`config.mk`:
```
export PLATFORM = sky130hd
export DESIGN_NAME = spi_slave_rx
export DESIGN_NICKNAME = d
export VERILOG_FILES = /design/src/rtl/spi_pkg.sv /design/src/rtl/spi_sync.sv /design/src/rtl/spi_slave_rx.sv
export SDC_FILE = /design/constraint.sdc
export NUM_CORES = 1
export LEC_CHECK = 0
export BUFFER_PORTS_ARGS = -buffer_cell sky130_fd_sc_hd__buf_2
export CORE_UTILIZATION = 35
export CTS_CLUSTER_SIZE = 28
export DETAILED_ROUTE_END_ITERATION = 16
export PLACE_DENSITY = 0.64
export RECOVER_POWER = 100
export SYNTH_ARGS = -nofsm -noshare
export SYNTH_HDL_FRONTEND = slang
export SYNTH_SLANG_ARGS = --single-unit
```
`constraint.sdc`:
```
create_clock -name clk_i -period 1.35 [get_ports clk_i]
set_input_delay 0.135 -clock clk_i [delete_from_list [all_inputs] [get_ports clk_i]]
set_output_delay 0.135 -clock clk_i [all_outputs]
set_load 0.01 [all_outputs]
```
`src/rtl/spi_pkg.sv`:
```
// Purpose : shared types and defaults for the SPI slave receiver slice.
// Latency : n/a (declarations only).
// Backpressure: n/a.
package spi_pkg;

  typedef enum logic {IDLE, RECV} spi_rx_state_e;

  localparam int SPI_DATA_W_DEFAULT = 8;
  localparam int SPI_SYNC_MIN       = 2;

endpackage

```
`src/rtl/spi_sync.sv`:
```
// Purpose : brings one asynchronous pin into clk_i and flags its edges.
// Latency : SYNC_STAGES + 1 clk_i cycles from pin to o_level/o_rise/o_fall.
// Backpressure: none; pulses are one cycle wide and must be consumed immediately.
// Ports   : clk_i, rst_ni (async active-low), i_async (raw pin),
//           o_level (synchronised level), o_rise/o_fall (one-cycle edge pulses).
module spi_sync
  import spi_pkg::*;
#(
  parameter int   SYNC_STAGES = SPI_SYNC_MIN,
  parameter logic RST_VAL     = 1'b0
) (
  input  logic clk_i,
  input  logic rst_ni,
  input  logic i_async,
  output logic o_level,
  output logic o_rise,
  output logic o_fall
);

  logic [SYNC_STAGES-1:0] r_sync;
  logic                   r_edge;
  logic                   r_rise;
  logic                   r_fall;

  // r_edge is the edge-detect flop; the pulses are registered so that in the
  // cycle a pulse is high, o_level already shows the new level.
  always_ff @(posedge clk_i or negedge rst_ni) begin
    if (!rst_ni) begin
      r_sync <= {SYNC_STAGES{RST_VAL}};
      r_edge <= RST_VAL;
      r_rise <= 1'b0;
      r_fall <= 1'b0;
    end else begin
      r_sync <= {r_sync[SYNC_STAGES-2:0], i_async};
      r_edge <= r_sync[SYNC_STAGES-1];
      r_rise <= r_sync[SYNC_STAGES-1] & ~r_edge;
      r_fall <= ~r_sync[SYNC_STAGES-1] & r_edge;
    end
  end

  assign o_level = r_edge;
  assign o_rise  = r_rise;
  assign o_fall  = r_fall;

endmodule

```
`src/rtl/spi_slave_rx.sv`:
```
// Purpose : SPI mode-0 slave receiver; deserialises MOSI into DATA_W-bit words.
// Latency : ack_o SYNC_STAGES+2 clk_i cycles (+1 sync uncertainty) after the last SCLK rise.
// Backpressure: none; downstream must take data_o in the ack_o cycle (data_o then holds).
// Ports   : clk_i, rst_ni, spi_sclk_i, spi_cs_ni, spi_mosi_i -> data_o, ack_o,
//           busy_o, frame_err_o, spi_miso_o.
// Option  : define SPI_MISO_ECHO_EN to echo the last word on spi_miso_o.
module spi_slave_rx
  import spi_pkg::*;
#(
  parameter int DATA_W      = SPI_DATA_W_DEFAULT,
  parameter int SYNC_STAGES = 2,
  parameter bit MSB_FIRST   = 1'b1
) (
  input  logic              clk_i,
  input  logic              rst_ni,
  input  logic              spi_sclk_i,
  input  logic              spi_cs_ni,
  input  logic              spi_mosi_i,
  output logic              spi_miso_o,
  output logic [DATA_W-1:0] data_o,
  output logic              ack_o,
  output logic              busy_o,
  output logic              frame_err_o
);

  localparam int              CNT_W    = $clog2(DATA_W);
  localparam logic [CNT_W-1:0] LAST_BIT = CNT_W'(DATA_W - 1);

  logic w_sclk_lvl, w_sclk_rise, w_sclk_fall;
  logic w_cs_lvl, w_cs_rise, w_cs_fall;
  logic w_mosi, w_mosi_rise, w_mosi_fall;

  spi_sync #(.SYNC_STAGES(SYNC_STAGES), .RST_VAL(1'b0)) u_sync_sclk (
    .clk_i(clk_i), .rst_ni(rst_ni), .i_async(spi_sclk_i),
    .o_level(w_sclk_lvl), .o_rise(w_sclk_rise), .o_fall(w_sclk_fall));

  spi_sync #(.SYNC_STAGES(SYNC_STAGES), .RST_VAL(1'b1)) u_sync_cs (
    .clk_i(clk_i), .rst_ni(rst_ni), .i_async(spi_cs_ni),
    .o_level(w_cs_lvl), .o_rise(w_cs_rise), .o_fall(w_cs_fall));

  // mosi goes through an identical chain so its level lines up with sclk_rise.
  spi_sync #(.SYNC_STAGES(SYNC_STAGES), .RST_VAL(1'b0)) u_sync_mosi (
    .clk_i(clk_i), .rst_ni(rst_ni), .i_async(spi_mosi_i),
    .o_level(w_mosi), .o_rise(w_mosi_rise), .o_fall(w_mosi_fall));

  logic w_unused_sync;
  assign w_unused_sync = ^{w_sclk_lvl, w_cs_lvl, w_mosi_rise, w_mosi_fall, w_sclk_fall};

  spi_rx_state_e     r_state, w_state_nxt;
  logic [CNT_W-1:0]  r_cnt, w_cnt_nxt;
  logic [DATA_W-1:0] r_shift, w_shift_nxt, w_shift_in;
  logic [DATA_W-1:0] r_data, w_data_nxt;
  logic              r_ack, w_ack_nxt;
  logic              r_ferr, w_ferr_nxt;
  logic              w_last;

  assign w_shift_in = MSB_FIRST ? {r_shift[DATA_W-2:0], w_mosi}
                                : {w_mosi, r_shift[DATA_W-1:1]};
  assign w_last     = (r_cnt == LAST_BIT);

  always_ff @(posedge clk_i or negedge rst_ni) begin
    if (!rst_ni) begin
      r_state <= IDLE;
      r_cnt   <= '0;
      r_shift <= '0;
      r_data  <= '0;
      r_ack   <= 1'b0;
      r_ferr  <= 1'b0;
    end else begin
      r_state <= w_state_nxt;
      r_cnt   <= w_cnt_nxt;
      r_shift <= w_shift_nxt;
      r_data  <= w_data_nxt;
      r_ack   <= w_ack_nxt;
      r_ferr  <= w_ferr_nxt;
    end
  end

  always_comb begin
    w_state_nxt = r_state;
    w_cnt_nxt   = r_cnt;
    w_shift_nxt = r_shift;
    w_data_nxt  = r_data;
    w_ack_nxt   = 1'b0;
    w_ferr_nxt  = 1'b0;
    case (r_state)
      IDLE: begin
        if (w_cs_fall) begin
          w_state_nxt = RECV;
          w_cnt_nxt   = '0;
          w_shift_nxt = '0;
        end
      end
      RECV: begin
        // The sample is taken before CS rise is considered, so a word whose
        // last bit coincides with CS rise still completes cleanly.
        if (w_sclk_rise) begin
          w_shift_nxt = w_shift_in;
          if (w_last) begin
            w_data_nxt = w_shift_in;
            w_ack_nxt  = 1'b1;
            w_cnt_nxt  = '0;
          end else begin
            w_cnt_nxt = r_cnt + CNT_W'(1);
          end
        end
        if (w_cs_rise) begin
          w_state_nxt = IDLE;
          w_cnt_nxt   = '0;
          w_ferr_nxt  = w_sclk_rise ? !w_last : (r_cnt != '0);
        end
      end
      default: w_state_nxt = IDLE;
    endcase
  end

  assign data_o      = r_data;
  assign ack_o       = r_ack;
  assign frame_err_o = r_ferr;
  assign busy_o      = (r_state == RECV);

`ifdef SPI_MISO_ECHO_EN
  logic [DATA_W-1:0] r_tx;

  // Reloaded at frame start and after every completed word, so the master
  // reads back the most recent word on the following transfer.
  always_ff @(posedge clk_i or negedge rst_ni) begin
    if (!rst_ni) begin
      r_tx <= '0;
    end else if ((r_state == IDLE) && w_cs_fall) begin
      r_tx <= r_data;
    end else if (r_ack) begin
      r_tx <= r_data;
    end else if ((r_state == RECV) && w_sclk_fall) begin
      r_tx <= MSB_FIRST ? {r_tx[DATA_W-2:0], 1'b0} : {1'b0, r_tx[DATA_W-1:1]};
    end
  end

  assign spi_miso_o = (r_state == RECV) & (MSB_FIRST ? r_tx[DATA_W-1] : r_tx[0]);
`else
  assign spi_miso_o = 1'b0;
`endif

endmodule

```
* Yosys cells after proc, flatten, opt, wreduce, memory -nomap -nowiden *
Index checks and enable logic that the tools add are counted.

storage, ports and cells
  output and inout port bits = 12
  word-level logic and storage cells = 49
  register bits after elaboration = 33
  input port bits = 5

cells by class
  mux-type cells = 17
  bitwise operators = 7
  reduce and logical (&&, ||, !) cells = 5
  equal/unequal tests = 4
  $add $sub $neg = 1

operators with widths
  cell                   count
  $mux W7                2
  $pmux W7 S2            1
  $mux W3                4
  $mux W1                8
  $pmux W3 S2            1
  $ne A2 B1 Y1 const B   2
  $not A1 Y1             4
  $reduce_and A2 Y1      2
  $add A3 B1 Y3 const B  1
  $and A1 B1 Y1          3
  $eq A3 B3 Y1 const B   1
  $ne A3 B1 Y1 const B   1
  $reduce_and A3 Y1      1
  $reduce_bool A3 Y1     1
  $pmux W1 S2            1
  $logic_not A1 Y1       1

* Depth between registers and ports, before layout *
  depth after elaboration = 5
  gate-level depth with buffers = 4
  depth with buffers taken out = 4

* Cells and area by module *
Synthesis repeated with hierarchy kept, for this count alone.

second synthesis, totals
  cell total of the unflattened synthesis = 105
  area, all modules = 1,458.9 µm²

modules (own cells, without submodules)
  module                      cells an instance  sequential area each (µm²)  instances  area each (µm²)
  spi_slave_rx                84                 525.5                       1          1,034.7
  spi_sync (u_sync_mosi ...)  7                  125.1                       2          140.1
  spi_sync (u_sync_cs)        7                  128.9                       1          143.9

* Least setup slack after synthesis *
Ideal clock, no wire load.

  kind = register to register
  start point = register r_cnt[0]
  end point = register r_data[0] (netlist: data_o[0])
  stages on the path, launching flop included = 5
  path buffers = 0
  data required time = 1.225 ns
  setup time = 0.125 ns
  data arrival time = 1.283 ns
  period minus slack after synthesis = 1.408 ns
  path slack = -0.058 ns
  cells stage by stage = dfrtp_1 > ha_1 > ha_1 > nand3_2 > mux2_2

between the ends
  cells in the longest elaborated chain, start to end = 2

ends and longest elaborated chain
  item                                RTL line            text
  start, declared                     spi_slave_rx.sv:50  logic [CNT_W-1:0] r_cnt, w_cnt_nxt;
  start signal, assigned              spi_slave_rx.sv:71  r_cnt <= w_cnt_nxt;
  $eq A3 B3 Y1                        spi_slave_rx.sv:59  assign w_last = (r_cnt == LAST_BIT);
  $reduce_and A3 Y1 (no source line)  --
  end signal, assigned                spi_slave_rx.sv:73  r_data <= w_data_nxt;
  end, declared                       spi_slave_rx.sv:52  logic [DATA_W-1:0] r_data, w_data_nxt;

No other way between the ends.
A chain may end at the register's enable or synchronous reset.

* Final worst setup path *
  start point = register r_cnt[1]
  end point = register r_data[1] (netlist: data_o[1])

Same word-level chain as after synthesis.

==> flow_summary_export.csv <==
group,metric,value,unit
final_layout,area_delta_synth_final,24.5,%
worst_setup_path,path_class,"reg -> reg",
hold_path,hp-start,"u_sync_mosi.r_sync[1]",
route,via_per_inst,4.63,
synthesis,yosys.area.top_type,"dfrtp_1",
timing,drv_slew,0,
timing,setup_viol,7,
final_layout,finish.utilization,46.7,%
worst_setup_path,worstReg2RegEnd,"data_o[1]",
worst_setup_path,critPathLaunchType,"flip-flop",
worst_setup_path,cp_slowest_cell,"dfrtp_1",
clocking,clock_latency,330,ps
run,drv_cap,0,
route,dr.pass1.iters,3,
hold_path,worstHoldPathCells,0,
timing,layout_min_cycle_time,1380,ps
global_route,antenna_found_initial,0,
route,detailroute.via_count,754,
final_layout,final_layout_size_suffix_gt1_share,31.6,%
timing,worst_slack,-34.1,ps
timing,min_period_over_period,103,%
power_and_ir_drop,ir_drop,0.630,mV
synthesis,seq_area_frac_synth,64.8,%
synthesis,netlist_area,0.00128,sq mm
power_and_ir_drop,p_per_area,1340,mW/mm^2
run_status,status,"finished, violations left",
clocking,clkTransAtPathRegs,110,ps
hold_path,min_path_type,"reg -> reg",
timing,max_freq,722,MHz
worst_setup_path,ff2ff_path_depth,4,
timing,rsz0062_at_grt,"true",
timing,hold_violations,0,
final_layout,final_cells,163,
worst_setup_path,regToRegSetupSlack,-30,ps
final_layout,fin_nets,124,
clocking,h-tree-depth,2,
worst_setup_path,required,1570,ps
power_and_ir_drop,p_leak,0.749,nW
final_layout,diodes,0,
synthesis,yosysWarnings,0,
floorplan,io_pins,17,
worst_setup_path,worstPathCellList,"ha_2 > ha_4 > nand3_4 > mux2_2",
clocking,cts_sinks,33,
route,drt_wl_total,2.06,mm
timing,tightest_slew,1020,ps
floorplan,die_area,0.00390,sq mm
placement,place_congestion,0.764,
placement,place_ws,-47.1,ps
clocking,cts_tree,"built",
synthesis,yosysTopAreaCellShare,58.7,%
worst_setup_path,worstPathArrival,1600,ps
placement,hpwl,1.37,mm
synthesis,yosys_register_bits,33,
floorplan,die_y,62.5,um
synthesis,syn_nets,92,
placement,dp_cells,150,
route,drtIter0Drc,10,
global_route,grt_max_degree,20,
route,drc,0,
worst_setup_path,r2r-start,"r_cnt[1]",
worst_setup_path,crit_family,"flip-flops",
placement,port_buffers,15,
synthesis,yosysUniqueCellTypes,22,
global_route,grt_pass1_vias,805,
clocking,cts_inserted_buffers,5,
global_route,grt_usage,12.3,%
timing,slew_headroom,32.0,%
timing,clock_skew,17.4,ps
run_status,violations,"setup timing",
route,drtAntennaViolNets,0,
synthesis,syn_avg_cell_area,15.2,sq um
worst_setup_path,cp_slowest_stage_delay,410,ps
floorplan,fp.coreArea,0.00342,sq mm
synthesis,yosys-top-cells-area,"dfrtp_1 (59%), mux2_2 (8.8%), mux2i_1 (6.3%)",
route,wl_per_cell,12.6,um
global_route,grt_pass1_wl,3.64,mm
worst_setup_path,cp.buffers_inverters,0,
floorplan,die_width,62.5,um
synthesis,syn-instance-count,84,
clocking,postCtsSetupBuffers,0,
floorplan,start_util,37.5,%
global_route,globalRoute.totalOverflow,0,
clocking,root_buffer,"clkbuf_4",
timing,fin_setup_tns,-144,ps
worst_setup_path,cp-end-kind,"flip-flop",
floorplan,rows,21,
hold_path,min_to,"u_sync_mosi.o_level",
worst_setup_path,cp_max_fo,5,
clocking,clock_path_buffers,2,
## layout by cell type (no fill, tap or decap), types with 2 or more instances in the layout
master | Yosys | final
nor2b_1 | 3 | 3
mux2_4 | 2 | 4
a22o_1 | 4 | 4
dlygate4sd3_1 | 0 | 4
buf_4 | 1 | 6
clkbuf_8 | 0 | 2
o2bb2ai_1 | 3 | 3
dfrtp_1 | 30 | 30
clkbuf_4 | 0 | 5
inv_1 | 3 | 3
clkbuf_1 | 0 | 12
nand2b_1 | 4 | 4
mux2i_1 | 8 | 8
mux2_2 | 10 | 8
dfstp_2 | 3 | 2
buf_2 | 1 | 4
## worst max-delay path by stage
stage | start | end | slack [ps] | cells past startpoint
floorplan | r_cnt[0] | data_o[0] | 6 | 4
global placement | r_cnt[1] | data_o[0] | -0.4 | 4
detailed placement | r_cnt[1] | data_o[1] | -50 | 4
CTS | r_cnt[1] | data_o[1] | -40 | 4
global route | r_cnt[1] | data_o[3] | -70 | 4
finish | r_cnt[1] | data_o[1] | -30 | 4
## Yosys cell counts
master,number
a211oi_1,1
a21oi_1,1
a22o_1,4
buf_2,1
buf_4,1
buf_6,1
conb_1,1
dfrtp_1,30
dfstp_2,3
ha_1,3
inv_1,3
mux2_2,10
mux2_4,2
mux2i_1,8
nand2_1,1
nand2b_1,4
nand3_2,1
nor2_1,1
nor2b_1,3
nor3b_1,1
o2bb2ai_1,3
xnor2_1,1
## registers in the layout, indices dropped and copies added (netlist names)
register	cells
u_sync_cs.o_level	1
ack_o	1
u_sync_mosi.r_sync	2
u_sync_sclk.r_sync	2
u_sync_mosi.o_level	1
u_sync_cs.o_rise	1
busy_o	1
u_sync_sclk.o_level	1
data_o	8
u_sync_cs.o_fall	1
frame_err_o	1
r_cnt	3
u_sync_cs.r_sync	2
u_sync_sclk.o_rise	1
r_shift	7
## repair_timing
| action | in CTS | in global routing |
|---|---|---|
| hold endpoints to repair | 18 | 0 |
| hold buffers | 4 | 0 |
| setup endpoints to repair | 8 | 8 |
| resized for setup | 1 | 2 |
| gates cloned | 1 | 0 |
## kinds of logic (layout without fill, tap and decap cells)
logic type / count (synthesis) / after routing / share of synthesized area, %
and+or+nand+nor: 11 / 12 / 5.38
muxes: 20 / 20 / 17.4
AOI/OAI and AO/OA: 9 / 9 / 5.77
buffers and inverters: 6 / 38 / 2.74
other: 1 / 1 / 0.293
adders and majority gates: 3 / 3 / 2.93
DFF: 33 / 33 / 64.8
xor gates and xnor gates: 1 / 1 / 0.684
## power breakdown
part           internal (W)  leakage [nW]  switching [W]  total (W)
logic              0.000187         0.281       0.000145   0.000332
clock network      0.000302        0.0413       0.000321   0.000622
registers           0.00109         0.427      0.0000974    0.00118
total               0.00157         0.749       0.000563    0.00214
## final cells by class
class	instances	area, sq um
multi-input combinational	46	455
sequential	33	830
fill	325	1820
inverter	3	11.3
clock inverter	1	5.00
clock buffer	7	65.1
timing repair buffer	27	170
tap	46	57.6
## through the flow
step | hold slack (ps) | cell area (sq um) | total power, W
floorplan | -161 | 1290 | 0.00139
global placement | 94.6 | 1470 | 0.00151
detailed placement | 102 | 1470 | 0.00153
CTS | 258 | 1600 | 0.00218
global route | 369 | 1590 | 0.00228
finish | 357 | 1590 | 0.00214
## metal layers
layer / global-route usage [%] / vias to the layer above / wire, um
met5: 0 / - / 0
met2: 18.6 / 18 / 930
met4: 6.98 / 0 / 44
met1: 15.2 / 375 / 987
li1: - / 355 / -
met3: 4.20 / 6 / 94
## worst register-to-register path: stages (launching register included)
cell and delay [ps]:
dfrtp_1 410, ha_2 190, ha_4 180, nand3_4 130, mux2_2 350
(Power assumes the default switching activity.)
